File: config.mk
export PLATFORM = sky130hd
export DESIGN_NAME = time_set_ctrl
export DESIGN_NICKNAME = d
export VERILOG_FILES = /design/src/rtl/clk_pkg.sv /design/src/rtl/pb_debounce.sv /design/src/rtl/time_set_ctrl.sv
export SDC_FILE = /design/constraint.sdc
export NUM_CORES = 1
export LEC_CHECK = 0
export ABC_AREA = 1
export CORE_AREA = 2 2 170 214
export CTS_CLUSTER_SIZE = 16
export DETAILED_ROUTE_END_ITERATION = 12
export DIE_AREA = 0 0 172 216
export GPL_TIMING_DRIVEN = 0
export PLACE_DENSITY_LB_ADDON = 0.08
export SYNTH_ARGS = -nofsm -noshare
export SYNTH_HDL_FRONTEND = slang
export SYNTH_SLANG_ARGS = --single-unit
File: constraint.sdc
create_clock -name clk_100MHz -period 11.15 [get_ports clk_100MHz]
set_input_delay 2.7875 -clock clk_100MHz [delete_from_list [all_inputs] [get_ports clk_100MHz]]
set_output_delay 2.7875 -clock clk_100MHz [all_outputs]
set_load 0.01 [all_outputs]
File: src/rtl/clk_pkg.sv
// Shared encodings and field helpers for the digital-clock time-setting path.
package clk_pkg;

    localparam int unsigned TIME_W = 6;

    localparam logic [TIME_W-1:0] HRS_MAX = 6'd23;
    localparam logic [TIME_W-1:0] MIN_MAX = 6'd59;

    typedef enum logic [1:0] {
        RUN     = 2'b00,
        SET_HRS = 2'b01,
        SET_MIN = 2'b10
    } mode_t;

    // One step up or down with wrap at [0, max]; an out-of-range value steps to a legal one.
    function automatic logic [TIME_W-1:0] wrap_step(
        input logic [TIME_W-1:0] val,
        input logic [TIME_W-1:0] max,
        input logic              inc
    );
        if (inc) begin
            return (val >= max) ? '0 : val + 1'b1;
        end
        return (val == '0 || val > max) ? max : val - 1'b1;
    endfunction

    function automatic logic [TIME_W-1:0] capture(
        input logic [TIME_W-1:0] val,
        input logic [TIME_W-1:0] max
    );
        return (val > max) ? '0 : val;
    endfunction

endpackage

File: src/rtl/pb_debounce.sv
// Push-button conditioner: 2-flop synchroniser, stable-level debounce,
// rising-edge press pulse and hold-to-repeat pulse.
module pb_debounce #(
    parameter int unsigned DEBOUNCE_CYCLES = 1_000_000,
    parameter int unsigned REPEAT_DELAY    = 50_000_000,
    parameter int unsigned REPEAT_RATE     = 20_000_000
) (
    input  logic clk,
    input  logic rst,
    input  logic raw,
    input  logic rpt_clr,
    output logic press,
    output logic rpt
);

    logic        sync1;
    logic        sync2;
    logic        level;
    logic        level_d;
    logic        rpt_phase;
    logic [31:0] db_cnt;
    logic [31:0] rpt_cnt;
    logic [31:0] rpt_limit;

    assign rpt_limit = rpt_phase ? 32'(REPEAT_RATE - 1) : 32'(REPEAT_DELAY - 1);

    always_ff @(posedge clk or posedge rst) begin
        if (rst) begin
            sync1     <= 1'b0;
            sync2     <= 1'b0;
            level     <= 1'b0;
            level_d   <= 1'b0;
            press     <= 1'b0;
            rpt       <= 1'b0;
            rpt_phase <= 1'b0;
            db_cnt    <= '0;
            rpt_cnt   <= '0;
        end else begin
            sync1 <= raw;
            sync2 <= sync1;

            if (sync2 != level) begin
                if (db_cnt >= 32'(DEBOUNCE_CYCLES - 1)) begin
                    level  <= sync2;
                    db_cnt <= '0;
                end else begin
                    db_cnt <= db_cnt + 32'd1;
                end
            end else begin
                db_cnt <= '0;
            end

            level_d <= level;
            press   <= level & ~level_d;

            // The timer restarts on the press edge so the first repeat lands REPEAT_DELAY after it.
            rpt <= 1'b0;
            if (!level || !level_d || rpt_clr) begin
                rpt_cnt   <= '0;
                rpt_phase <= 1'b0;
            end else if (rpt_cnt >= rpt_limit) begin
                rpt       <= 1'b1;
                rpt_cnt   <= '0;
                rpt_phase <= 1'b1;
            end else begin
                rpt_cnt <= rpt_cnt + 32'd1;
            end
        end
    end

endmodule

File: src/rtl/time_set_ctrl.sv
// Time-setting front end: RUN / SET_HRS / SET_MIN editor with commit pulse and field blink.
// Optional SET_TIMEOUT_EN builds an idle timer that abandons set mode.
module time_set_ctrl
    import clk_pkg::*;
#(
    parameter int unsigned DEBOUNCE_CYCLES = 1_000_000,
    parameter int unsigned REPEAT_DELAY    = 50_000_000,
    parameter int unsigned REPEAT_RATE     = 20_000_000,
    parameter int unsigned BLINK_HALF      = 25_000_000
`ifdef SET_TIMEOUT_EN
    ,
    parameter int unsigned TIMEOUT_CYCLES  = 1_000_000_000
`endif
) (
    input  logic              clk_100MHz,
    input  logic              reset_pb,
    input  logic              mode_pb,
    input  logic              up_pb,
    input  logic              down_pb,
    input  logic [TIME_W-1:0] cur_hrs,
    input  logic [TIME_W-1:0] cur_min,
    output logic [TIME_W-1:0] set_hrs,
    output logic [TIME_W-1:0] set_min,
    output logic              time_load,
    output logic              set_active,
    output logic              blank_hrs,
    output logic              blank_min,
    output logic [1:0]        mode_state
);

    mode_t       state;
    logic [31:0] blink_cnt;

    logic mode_press;
    logic up_press;
    logic up_rpt;
    logic dn_press;
    logic dn_rpt;
    logic up_evt;
    logic dn_evt;
    logic up_only;
    logic dn_only;
    logic both_evt;

    pb_debounce #(
        .DEBOUNCE_CYCLES(DEBOUNCE_CYCLES),
        .REPEAT_DELAY   (REPEAT_DELAY),
        .REPEAT_RATE    (REPEAT_RATE)
    ) u_mode (
        .clk    (clk_100MHz),
        .rst    (reset_pb),
        .raw    (mode_pb),
        .rpt_clr(1'b0),
        .press  (mode_press),
        .rpt    ()
    );

    pb_debounce #(
        .DEBOUNCE_CYCLES(DEBOUNCE_CYCLES),
        .REPEAT_DELAY   (REPEAT_DELAY),
        .REPEAT_RATE    (REPEAT_RATE)
    ) u_up (
        .clk    (clk_100MHz),
        .rst    (reset_pb),
        .raw    (up_pb),
        .rpt_clr(both_evt),
        .press  (up_press),
        .rpt    (up_rpt)
    );

    pb_debounce #(
        .DEBOUNCE_CYCLES(DEBOUNCE_CYCLES),
        .REPEAT_DELAY   (REPEAT_DELAY),
        .REPEAT_RATE    (REPEAT_RATE)
    ) u_down (
        .clk    (clk_100MHz),
        .rst    (reset_pb),
        .raw    (down_pb),
        .rpt_clr(both_evt),
        .press  (dn_press),
        .rpt    (dn_rpt)
    );

    assign up_evt     = up_press | up_rpt;
    assign dn_evt     = dn_press | dn_rpt;
    assign both_evt   = up_evt & dn_evt;
    assign up_only    = up_evt & ~dn_evt;
    assign dn_only    = dn_evt & ~up_evt;
    assign mode_state = state;

`ifdef SET_TIMEOUT_EN
    logic [31:0] idle_cnt;
    logic        any_evt;

    assign any_evt = mode_press | up_evt | dn_evt;
`endif

    always_ff @(posedge clk_100MHz or posedge reset_pb) begin
        if (reset_pb) begin
            state      <= RUN;
            set_hrs    <= '0;
            set_min    <= '0;
            time_load  <= 1'b0;
            set_active <= 1'b0;
            blank_hrs  <= 1'b0;
            blank_min  <= 1'b0;
            blink_cnt  <= '0;
`ifdef SET_TIMEOUT_EN
            idle_cnt   <= '0;
`endif
        end else begin
            time_load <= 1'b0;

            unique case (state)
                RUN: begin
                    if (mode_press) begin
                        set_hrs    <= capture(cur_hrs, HRS_MAX);
                        set_min    <= capture(cur_min, MIN_MAX);
                        state      <= SET_HRS;
                        set_active <= 1'b1;
                        blink_cnt  <= '0;
                        blank_hrs  <= 1'b0;
                        blank_min  <= 1'b0;
                    end
                end

                SET_HRS: begin
                    if (mode_press) begin
                        state     <= SET_MIN;
                        blink_cnt <= '0;
                        blank_hrs <= 1'b0;
                        blank_min <= 1'b0;
                    end else if (up_only || dn_only) begin
                        set_hrs   <= wrap_step(set_hrs, HRS_MAX, up_only);
                        blink_cnt <= '0;
                        blank_hrs <= 1'b0;
                    end else if (blink_cnt >= 32'(BLINK_HALF - 1)) begin
                        blink_cnt <= '0;
                        blank_hrs <= ~blank_hrs;
                    end else begin
                        blink_cnt <= blink_cnt + 32'd1;
                    end
                end

                SET_MIN: begin
                    if (mode_press) begin
                        state      <= RUN;
                        time_load  <= 1'b1;
                        set_active <= 1'b0;
                        blink_cnt  <= '0;
                        blank_hrs  <= 1'b0;
                        blank_min  <= 1'b0;
                    end else if (up_only || dn_only) begin
                        set_min   <= wrap_step(set_min, MIN_MAX, up_only);
                        blink_cnt <= '0;
                        blank_min <= 1'b0;
                    end else if (blink_cnt >= 32'(BLINK_HALF - 1)) begin
                        blink_cnt <= '0;
                        blank_min <= ~blank_min;
                    end else begin
                        blink_cnt <= blink_cnt + 32'd1;
                    end
                end

                default: begin
                    state      <= RUN;
                    set_active <= 1'b0;
                    blank_hrs  <= 1'b0;
                    blank_min  <= 1'b0;
                end
            endcase

`ifdef SET_TIMEOUT_EN
            // Placed after the case so an expiry overrides the idle-cycle blink update.
            if (state == RUN || any_evt) begin
                idle_cnt <= '0;
            end else if (idle_cnt >= 32'(TIMEOUT_CYCLES - 1)) begin
                idle_cnt   <= '0;
                state      <= RUN;
                set_active <= 1'b0;
                blink_cnt  <= '0;
                blank_hrs  <= 1'b0;
                blank_min  <= 1'b0;
            end else begin
                idle_cnt <= idle_cnt + 32'd1;
            end
`endif
        end
    end

endmodule
* Yosys cells after proc, flatten, opt, wreduce, memory -nomap -nowiden
Index checks and enable logic that the tools add are counted.
** Storage, ports and cells
- Logic and storage cells :: 183
- Register bits :: 229
- Output and inout bits :: 18
- Input port bits :: 17
** Operators by class
- Add/sub/neg operators :: 10
- Eq/ne operators :: 16
- Bitwise gates (word level) :: 16
- Reduce and logical (&&, ||, !) cells :: 32
- Muxes and demuxes :: 65
- Magnitude comparators :: 12
** Operators with widths (number)
- two-way mux 32 bit :: 14
- adder 32 x 1 -> 32 bit, second input constant :: 6
- greater-or-equal comparator 32 x 20 -> 1 bit, second input constant :: 3
- two-way mux 6 bit :: 16
- greater-or-equal comparator 32 bit :: 2
- one-hot mux 32 bit (2 select lines) :: 1
- two-way mux 26 bit :: 2
- greater-or-equal comparator 32 x 25 -> 1 bit, second input constant :: 1
- one-hot mux 6 bit (2 select lines) :: 2
- two-way mux 1 bit :: 23
- adder 6 x 1 -> 6 bit, second input constant :: 2
- greater-than comparator 6 x 5 -> 1 bit, second input constant :: 2
- greater-than comparator 6 bit, second input constant :: 2
- zero test 6 bit :: 2
- AND reduction 2 bit :: 6
- subtractor 6 x 1 -> 6 bit, second input constant :: 2
- != test 2 x 1 -> 1 bit, second input constant :: 5
- nonzero test 2 bit :: 5
- != test 2 bit, second input constant :: 4
- != test 4 x 3 -> 1 bit, second input constant :: 2
- inverter 1 bit :: 8
- AND reduction 4 bit :: 2
- logical OR 1 bit :: 7
- bitwise AND 1 bit :: 6
- 14 further kinds :: 26

* Longest topological paths before layout
Gate-level depths: netlist of the first run.
- Word-level depth :: 11
- Depth in mapped cells :: 14

* By module
Synthesis of the first run repeated with hierarchy kept, for this count alone.
** Unflattened totals
- Cells, all modules :: 1800
- Area, all modules :: 14776.7 um^2
** Modules (own cells, without submodules)
- pb_debounce :: area each 3797.4 um^2, seq. area each 1776.7 um^2, instances 3, cells an instance 449
- time_set_ctrl :: area each 3384.5 um^2, seq. area each 1251.2 um^2, instances 1, cells an instance 453

* Least setup slack after synthesis of the first run
OpenSTA, ideal clock, no wires.
- Path kind :: input -> register
- Start point :: input cur_hrs[3]
- End point :: register set_hrs[2]
- Slack :: 7772 ps
- Stages :: 5
- Library setup time :: 88 ps
- Buffers on the path :: 0
- Data arrival time :: 3290 ps
- Cell sequence :: a21oi_1 > nand2_1 > inv_1 > nand2_1 > a41oi_1
** On the way
- Cells in the longest elaborated chain, start to end :: 4
** RTL lines
- start, declared :: line time_set_ctrl.sv:20 : input logic [TIME_W-1:0] cur_hrs,
- greater-than comparator 6 x 5 -> 1 bit :: line clk_pkg.sv:31 : return (val > max) ? '0 : val;
- two-way mux 6 bit :: line clk_pkg.sv:31
- two-way mux 6 bit :: line time_set_ctrl.sv:116 : if (mode_press) begin
- one-hot mux 6 bit (2 select lines) :: line time_set_ctrl.sv:114 : unique case (state)
- end signal, assigned :: line time_set_ctrl.sv:117 : set_hrs <= capture(cur_hrs, HRS_MAX);
- end signal, assigned :: line time_set_ctrl.sv:134 : set_hrs <= wrap_step(set_hrs, HRS_MAX, up_only);
- end, declared :: line time_set_ctrl.sv:22 : output logic [TIME_W-1:0] set_hrs,
No other way between the ends. The select of a mux whose other input is x is not followed.
A chain may end at the register's enable or synchronous reset.

* Final worst setup path of the first run
- Start point :: register set_min[3]
- End point :: output set_min[3]
** RTL lines
- start, declared :: line time_set_ctrl.sv:23 : output logic [TIME_W-1:0] set_min,
- start signal, assigned :: line time_set_ctrl.sv:118 : set_min <= capture(cur_min, MIN_MAX);
- start signal, assigned :: line time_set_ctrl.sv:154 : set_min <= wrap_step(set_min, MIN_MAX, up_only);
No word-level cell between the ends.

==> results of run 1 <==
-- logic make-up (layout without fill, tap and decap cells) --
group | after synthesis | in the layout | share of synthesized area [%]
simple gates | 815 | 815 | 30.3
flops | 229 | 229 | 47.2
buf+inv | 185 | 267 | 6.24
xor+xnor | 102 | 102 | 7.36
compound gates | 94 | 94 | 4.38
fa+ha+maj | 43 | 43 | 4.43
other cells | 1 | 46 | 0.0309
-- routing by layer --
| metal | part of all wire [%] | track usage [%] |
|---|---|---|
| met4 | 2.2 | 3.95 |
| met5 | 0 | 0 |
| met3 | 2.9 | 2.29 |
| met1 | 46 | 18.1 |
| met2 | 49 | 25.1 |
-- per-stage QoR --
step                cells  util, %
finish               2070     40.3
global route         2070     40.3
CTS                  2070     40.3
detailed placement   2023     37.8
global placement     2022     37.7
floorplan            1514        -
-- flip-flops by register name, indices dropped and copies added, names as in the netlist, 2 cells and up --
register and count:
u_up.rpt_cnt 32, u_up.db_cnt 32, u_down.rpt_cnt 32, set_hrs 6, blink_cnt 32, u_mode.db_cnt 32, u_down.db_cnt 32, mode_state 2
set_min 6
-- synth_stat cells, types with 5 or more instances --
| cell type | instances | share of area [%] |
|---|---|---|
| a21oi_1 | 31 | 1.3 |
| a31oi_1 | 5 | 0.26 |
| buf_2 | 10 | 0.41 |
| clkbuf_1 | 5 | 0.15 |
| dfrtp_1 | 229 | 47 |
| ha_1 | 43 | 4.4 |
| inv_1 | 157 | 4.9 |
| nand2_1 | 329 | 10 |
| nand2_2 | 19 | 0.98 |
| nand3_1 | 75 | 3.1 |
| nand3b_1 | 5 | 0.31 |
| nand4_1 | 36 | 1.9 |
| nor2_1 | 249 | 7.7 |
| nor2_2 | 17 | 0.88 |
| nor2_4 | 15 | 1.4 |
| nor3_1 | 37 | 1.5 |
| nor3_2 | 5 | 0.41 |
| nor4_1 | 12 | 0.62 |
| o21ai_0 | 32 | 1.3 |
| o21bai_1 | 5 | 0.31 |
| xnor2_1 | 29 | 2.1 |
| xor2_1 | 73 | 5.3 |
-- power by group through the flow --
stage               clock network [mW]  logic (mW)  registers, mW
floorplan                            0       0.302          0.936
global placement                     0       0.467          0.934
detailed placement                   0       0.469          0.935
CTS                              0.909       0.471          0.920
global route                     0.939       0.531          0.926
finish                           0.865       0.464          0.918
-- area by class of cell --
class,instances,area [sq um],share of cell area [%]
clock inverters,16,148,1.04
clock buffers,31,721,5.10
plain buffers,22,143,1.01
flip-flops and latches,229,5730,40.5
multi-input cells,1100,5810,41.1
well taps,474,593,4.20
repair buffers,35,368,2.60
inverters,163,622,4.40
-- how the worst max path moves through the flow --
stage                                 startpoint                   endpoint  slack [ns]  depth (start not counted)
after global placement                  reset_pb     set_hrs[5]$_DFFE_PP0P_       -1.38                          2
after detailed placement                reset_pb  blink_cnt[13]$_DFFE_PP0P_        6.61                          3
after CTS                 set_hrs[4]$_DFFE_PP0P_                 set_hrs[4]        6.69                          1
final                     set_min[3]$_DFFE_PP0P_                 set_min[3]        6.76                          1
after floorplan                         reset_pb      blank_hrs$_DFFE_PP0P_        2.09                          1
after global routing      set_min[3]$_DFFE_PP0P_                 set_min[3]        6.67                          1
==> out/results.ini, run 1 <==
[floorplan]
coreArea_sq_mm = 0.0351
die_w_um = 172
initial_core_util_pct = 34.6
dieArea_sq_mm = 0.0372
io_pins = 35
row_count = 77
die_y_um = 216

[outcome]
status = completed

[timing]
rsz0062_at_grt = false
finalSetupViolCount = 0
setup_ws_ns = 6.76
fin_hold_ws_ns = 0.353
skew_ns = 0.0108
fin_tns_setup_ns = 0
hold_viol_final = 0
tightest_slew_ns = 0.772
max_freq_ghz = 0.228
slew_headroom_pct = 48.5
finalCriticalPeriod_ns = 4.39
fin_crit_sh_pct = 39.4
maxSlewViolCount = 0

[clock_tree]
cts_tree = done
cts_sinks = 229
ctsResizeCount = 0
cts_made_buffers = 26
root_buffer = clkbuf_16
clkTransAtPathRegs_ns = 0.06
ctsLongestPathBuffers = 3
clkLatencyLatePin_ns = 0.54
cts_hold_buf = 0
h-tree-depth = 1
post_cts_buffers = 0

[pwr]
p_int_mw = 1.55
power.total_mw = 2.25
peakVddDrop_mv = 0.121
power-per-cell-area_mw_per_mm2 = 159
leakagePower_nw = 6.33
p_switching_mw = 0.693
clkPwrFrac_pct = 38.5
pwr-share-comb_pct = 20.7
p_seq_share_pct = 40.9
switching_share_pct = 30.8

[critical_path]
crit_fanout = 7
crit_type = flip-flop to primary output
cp.arrival_ns = 1.60
cp-start-kind = flip-flop
r2r-start = u_up.rpt_phase$_DFFE_PP0P_
required_ns = 8.36
crit_slowest_cell = clkdlybuf4s50_1
path_buf_inv = 1
reg2reg_setup_slack_ns = 8.72
crit_chain = clkdlybuf4s50_1
slowest_delay_ns = 0.58
rr_worst_depth = 13
cp-end-kind = primary output
r2r-end = u_up.rpt_cnt[23]$_DFF_PP0_
crit_family = buffers and inverters

[drt]
drt_iter0_drc = 490
first_pass_iters = 4
routedWlPerCell_um = 12.2
drc_errors = 0
wl_um = 25200
postRouteAntennaNets = 0
vias = 9226
viasPerCell = 4.46

[synthesis]
synth_area_per_cell_sq_um = 8.26
yosys.cell_types.count = 46
ys.flop_type = dfrtp_1
yosys_register_bits = 229
synth_async_sr_flop_share_pct = 100
ys_warn_count = 0
synth_cells = 1469
netlist_area_sq_mm = 0.0121
ys_seq_area_share_pct = 47.2
synth_edf_count = 0

[finish]
most-common-layout-cells = nand2_1, nor2_1, dfrtp_1, inv_1, nand3_1
fillers = 3636
final_common_cell = nand2_1
layout-drive-gt1-share_pct = 8.58
design_area_sq_mm = 0.0141
antennaDiodeCount = 0
nets = 1637
syn_to_final_growth_pct = 16.5

[place]
io_buffers = 34
dp_hpwl_um = 17800
gp_congestion = 0.838
place_ws_ns = 6.61
placed_area_sq_mm = 0.0133

[hold_path]
hold-path-endpoint = u_up.sync2$_DFF_PP0_
worst_hold_path_type = flip-flop to flip-flop
hold-path-cell-count = 0
hp-start = u_up.sync1$_DFF_PP0_

[grt]
grt_max_degree = 121
grt_pass1_vias = 9404
grt_pass1_wl_um = 44200
grt_overflow_total = 0
antenna_found_initial = 0
grtUsageTotal_pct = 14.3

[flow_run]
max-cap-violations = 0

(Power assumes the default switching activity.)
==> run 2: changes to the inputs <==
==> constraint.sdc (replaced) <==
create_clock -name clk_100MHz -period 4.2 [get_ports clk_100MHz]
set_input_delay 1.05 -clock clk_100MHz [delete_from_list [all_inputs] [get_ports clk_100MHz]]
set_output_delay 1.05 -clock clk_100MHz [all_outputs]
set_load 0.01 [all_outputs]
==> out/results.ini, run 2 (same netlist as run 1, synthesis figures left out) <==
[outcome]
status = completed

[pwr]
power-per-cell-area_mw_per_mm2 = 421  ; +160%
peakVddDrop_mv = 0.204  ; +69%
leakagePower_nw = 6.37  ; +0.64%

[finish]
layout-drive-gt1-share_pct = 8.81  ; +0.22 points
final_common_cell = nand2_1
syn_to_final_growth_pct = 17.3
multi_input_area_sq_mm = 0.00581  ; unchanged
fillers = 3676  ; +1.1%
ff_latch_area_sq_mm = 0.00573  ; unchanged
nets = 1642  ; +0.31%
most-common-layout-cells = nand2_1, nor2_1, dfrtp_1, inv_1, nand3_1
antennaDiodeCount = 0  ; unchanged

[hold_path]
hold-path-cell-count = 0  ; unchanged
hp-start = u_down.sync1$_DFF_PP0_
worst_hold_path_type = flip-flop to flip-flop
hold-path-endpoint = u_down.sync2$_DFF_PP0_

[clock_tree]
cts_sinks = 229  ; unchanged
cts_made_buffers = 26  ; unchanged
post_cts_buffers = 0  ; unchanged
clkTransAtPathRegs_ns = 0.06  ; about the same
h-tree-depth = 1  ; unchanged
ctsLongestPathBuffers = 3  ; unchanged
ctsResizeCount = 0  ; unchanged
clkLatencyLatePin_ns = 0.56  ; +0.02 ns
cts_tree = done
cts_hold_buf = 0  ; unchanged
root_buffer = clkbuf_16

[timing]
hold_viol_final = 0  ; unchanged
rsz0062_at_grt = false
skew_ns = 0.0303  ; +0.0195 ns
fin_hold_ws_ns = 0.346  ; -0.00683 ns
slew_headroom_pct = 60.7  ; +12 points
tightest_slew_ns = 0.585  ; -0.187 ns
maxSlewViolCount = 0  ; unchanged
max_freq_ghz = 0.377
finalSetupViolCount = 0  ; unchanged
fin_crit_sh_pct = 63.2
finalCriticalPeriod_ns = 2.65
fin_tns_setup_ns = 0  ; unchanged

[floorplan]
die_y_um = 216  ; unchanged
die_w_um = 172  ; unchanged
coreArea_sq_mm = 0.0351  ; unchanged
io_pins = 35  ; unchanged
row_count = 77  ; unchanged
initial_core_util_pct = 34.6  ; unchanged
dieArea_sq_mm = 0.0372  ; unchanged

[critical_path]
cp-end-kind = primary output
slowest_delay_ns = 0.60  ; +0.02 ns
cp.arrival_ns = 1.60  ; about the same
reg2reg_setup_slack_ns = 1.82  ; -6.90 ns
crit_type = flip-flop to primary output
crit_slowest_cell = clkdlybuf4s50_1
crit_fanout = 7  ; unchanged
crit_chain = clkdlybuf4s50_1
cp-start-kind = flip-flop
rr_worst_depth = 13  ; unchanged
cp_num_cells = 1  ; unchanged
crit_family = buffers and inverters
r2r-end = u_up.rpt_cnt[21]$_DFF_PP0_
r2r-start = u_up.rpt_phase$_DFFE_PP0P_
required_ns = 3.15  ; -5.21 ns
path_buf_inv = 1  ; unchanged

[drt]
vias = 9250  ; +0.26%
first_pass_iters = 6  ; +2
postRouteAntennaNets = 0  ; unchanged
wl_um = 25100  ; -0.18%
routedWlPerCell_um = 12.1  ; -0.42%
viasPerCell = 4.46  ; about the same
drc_errors = 0  ; unchanged
drt_iter0_drc = 504  ; +2.9%

[grt]
grt_max_degree = 42  ; -65%
grt_pass1_vias = 9435  ; +0.33%
grt_pass1_wl_um = 44600  ; +0.97%
grt_overflow_total = 0  ; unchanged
grtUsageTotal_pct = 14.4  ; +0.11 points
antenna_found_initial = 0  ; unchanged

[place]
gp_congestion = 0.846  ; +0.86%
io_buffers = 34  ; unchanged
dp_hpwl_um = 18400  ; +3.3%

[flow_run]
max-cap-violations = 0  ; unchanged

==> run 2: changes by cell type in the layout (fill, tap and decap cells not counted) <==
| cell | before | now |
|---|---|---|
| buf_12 | 1 | 7 |
| buf_16 | 1 | 0 |
| bufinv_16 | 2 | 3 |
| clkbuf_1 | 6 | 7 |
| clkbuf_16 | 27 | 26 |
| clkbuf_8 | 3 | 2 |
| clkinv_2 | 8 | 9 |
| clkinv_4 | 2 | 0 |
| clkinv_8 | 0 | 1 |
| inv_6 | 0 | 1 |
| inv_8 | 1 | 0 |
==> run 2: worst max-delay path by stage <==
stage,start,end,slack (ns)
after floorplan,reset_pb,blank_hrs$_DFFE_PP0P_,0.16
after global placement,reset_pb,u_mode.db_cnt[1]$_DFF_PP0_,-1.83
after detailed placement,reset_pb,u_mode.db_cnt[1]$_DFF_PP0_,1.37
after CTS,set_hrs[4]$_DFFE_PP0P_,set_hrs[4],1.48
after global routing,set_hrs[4]$_DFFE_PP0P_,set_hrs[4],1.45
final,set_min[3]$_DFFE_PP0P_,set_min[3],1.55
==> run 2: power by group <==
group          switching (mW)  internal (mW)  total [mW]
combinational           0.773          0.465        1.24
clock                   0.958           1.36        2.32
sequential              0.112           2.32        2.44
==> run 2: area by class of cell <==
class	instances	area share, %
clock inverters	17	1.28
well taps	474	4.17
multi-input cells	1100	40.9
clock buffers	30	4.82
plain buffers	22	1.00
flip-flops and latches	229	40.3
repair buffers	40	3.24
inverters	163	4.34
==> run 2: metrics by stage <==
stage	instance area [sq um]	total power, mW	utilization (%)	setup slack (ns)	instances
6_report	14200	5.99	40.6	1.55	2075
5_1_grt	14200	6.38	40.6	1.45	2075
4_1_cts	14200	6.13	40.6	1.48	2075
3_5_place_dp	13400	3.74	38.1	1.37	2028
3_3_place_gp	13200	3.72	37.7	-1.83	2022
2_1_floorplan	12300	3.29	-	0.156	1514
==> run 2: per-layer routing <==
layer	GRT usage (%)	up-vias	share of wire, %
met4	3.75	0	1.9
met5	0	-	0
met2	25.3	75	50
li1	-	4861	-
met3	2.26	32	3.0
met1	18.3	4282	45
==> run 3: changes to the inputs <==
==> constraint.sdc (replaced) <==
create_clock -name clk_100MHz -period 2.7 [get_ports clk_100MHz]
set_input_delay 0.675 -clock clk_100MHz [delete_from_list [all_inputs] [get_ports clk_100MHz]]
set_output_delay 0.675 -clock clk_100MHz [all_outputs]
set_load 0.01 [all_outputs]
==> results of run 3 <==
The final DEF is identical to that of run 2. Status: completed.
Among the figures that moved: setup slack after placement 1.37 ns -> 0.248 ns; setup slack after layout 1.55 ns -> 0.324 ns; start point of the critical path set_min[3]$_DFFE_PP0P_ -> u_up.rpt_phase$_DFFE_PP0P_; end point of the critical path set_min[3] -> u_up.rpt_cnt[21]$_DFF_PP0_; register-to-register setup slack 1.82 ns -> 0.32 ns; total power 5.99 mW -> 9.32 mW; worst IR drop on VDD 0.204 mV -> 0.318 mV
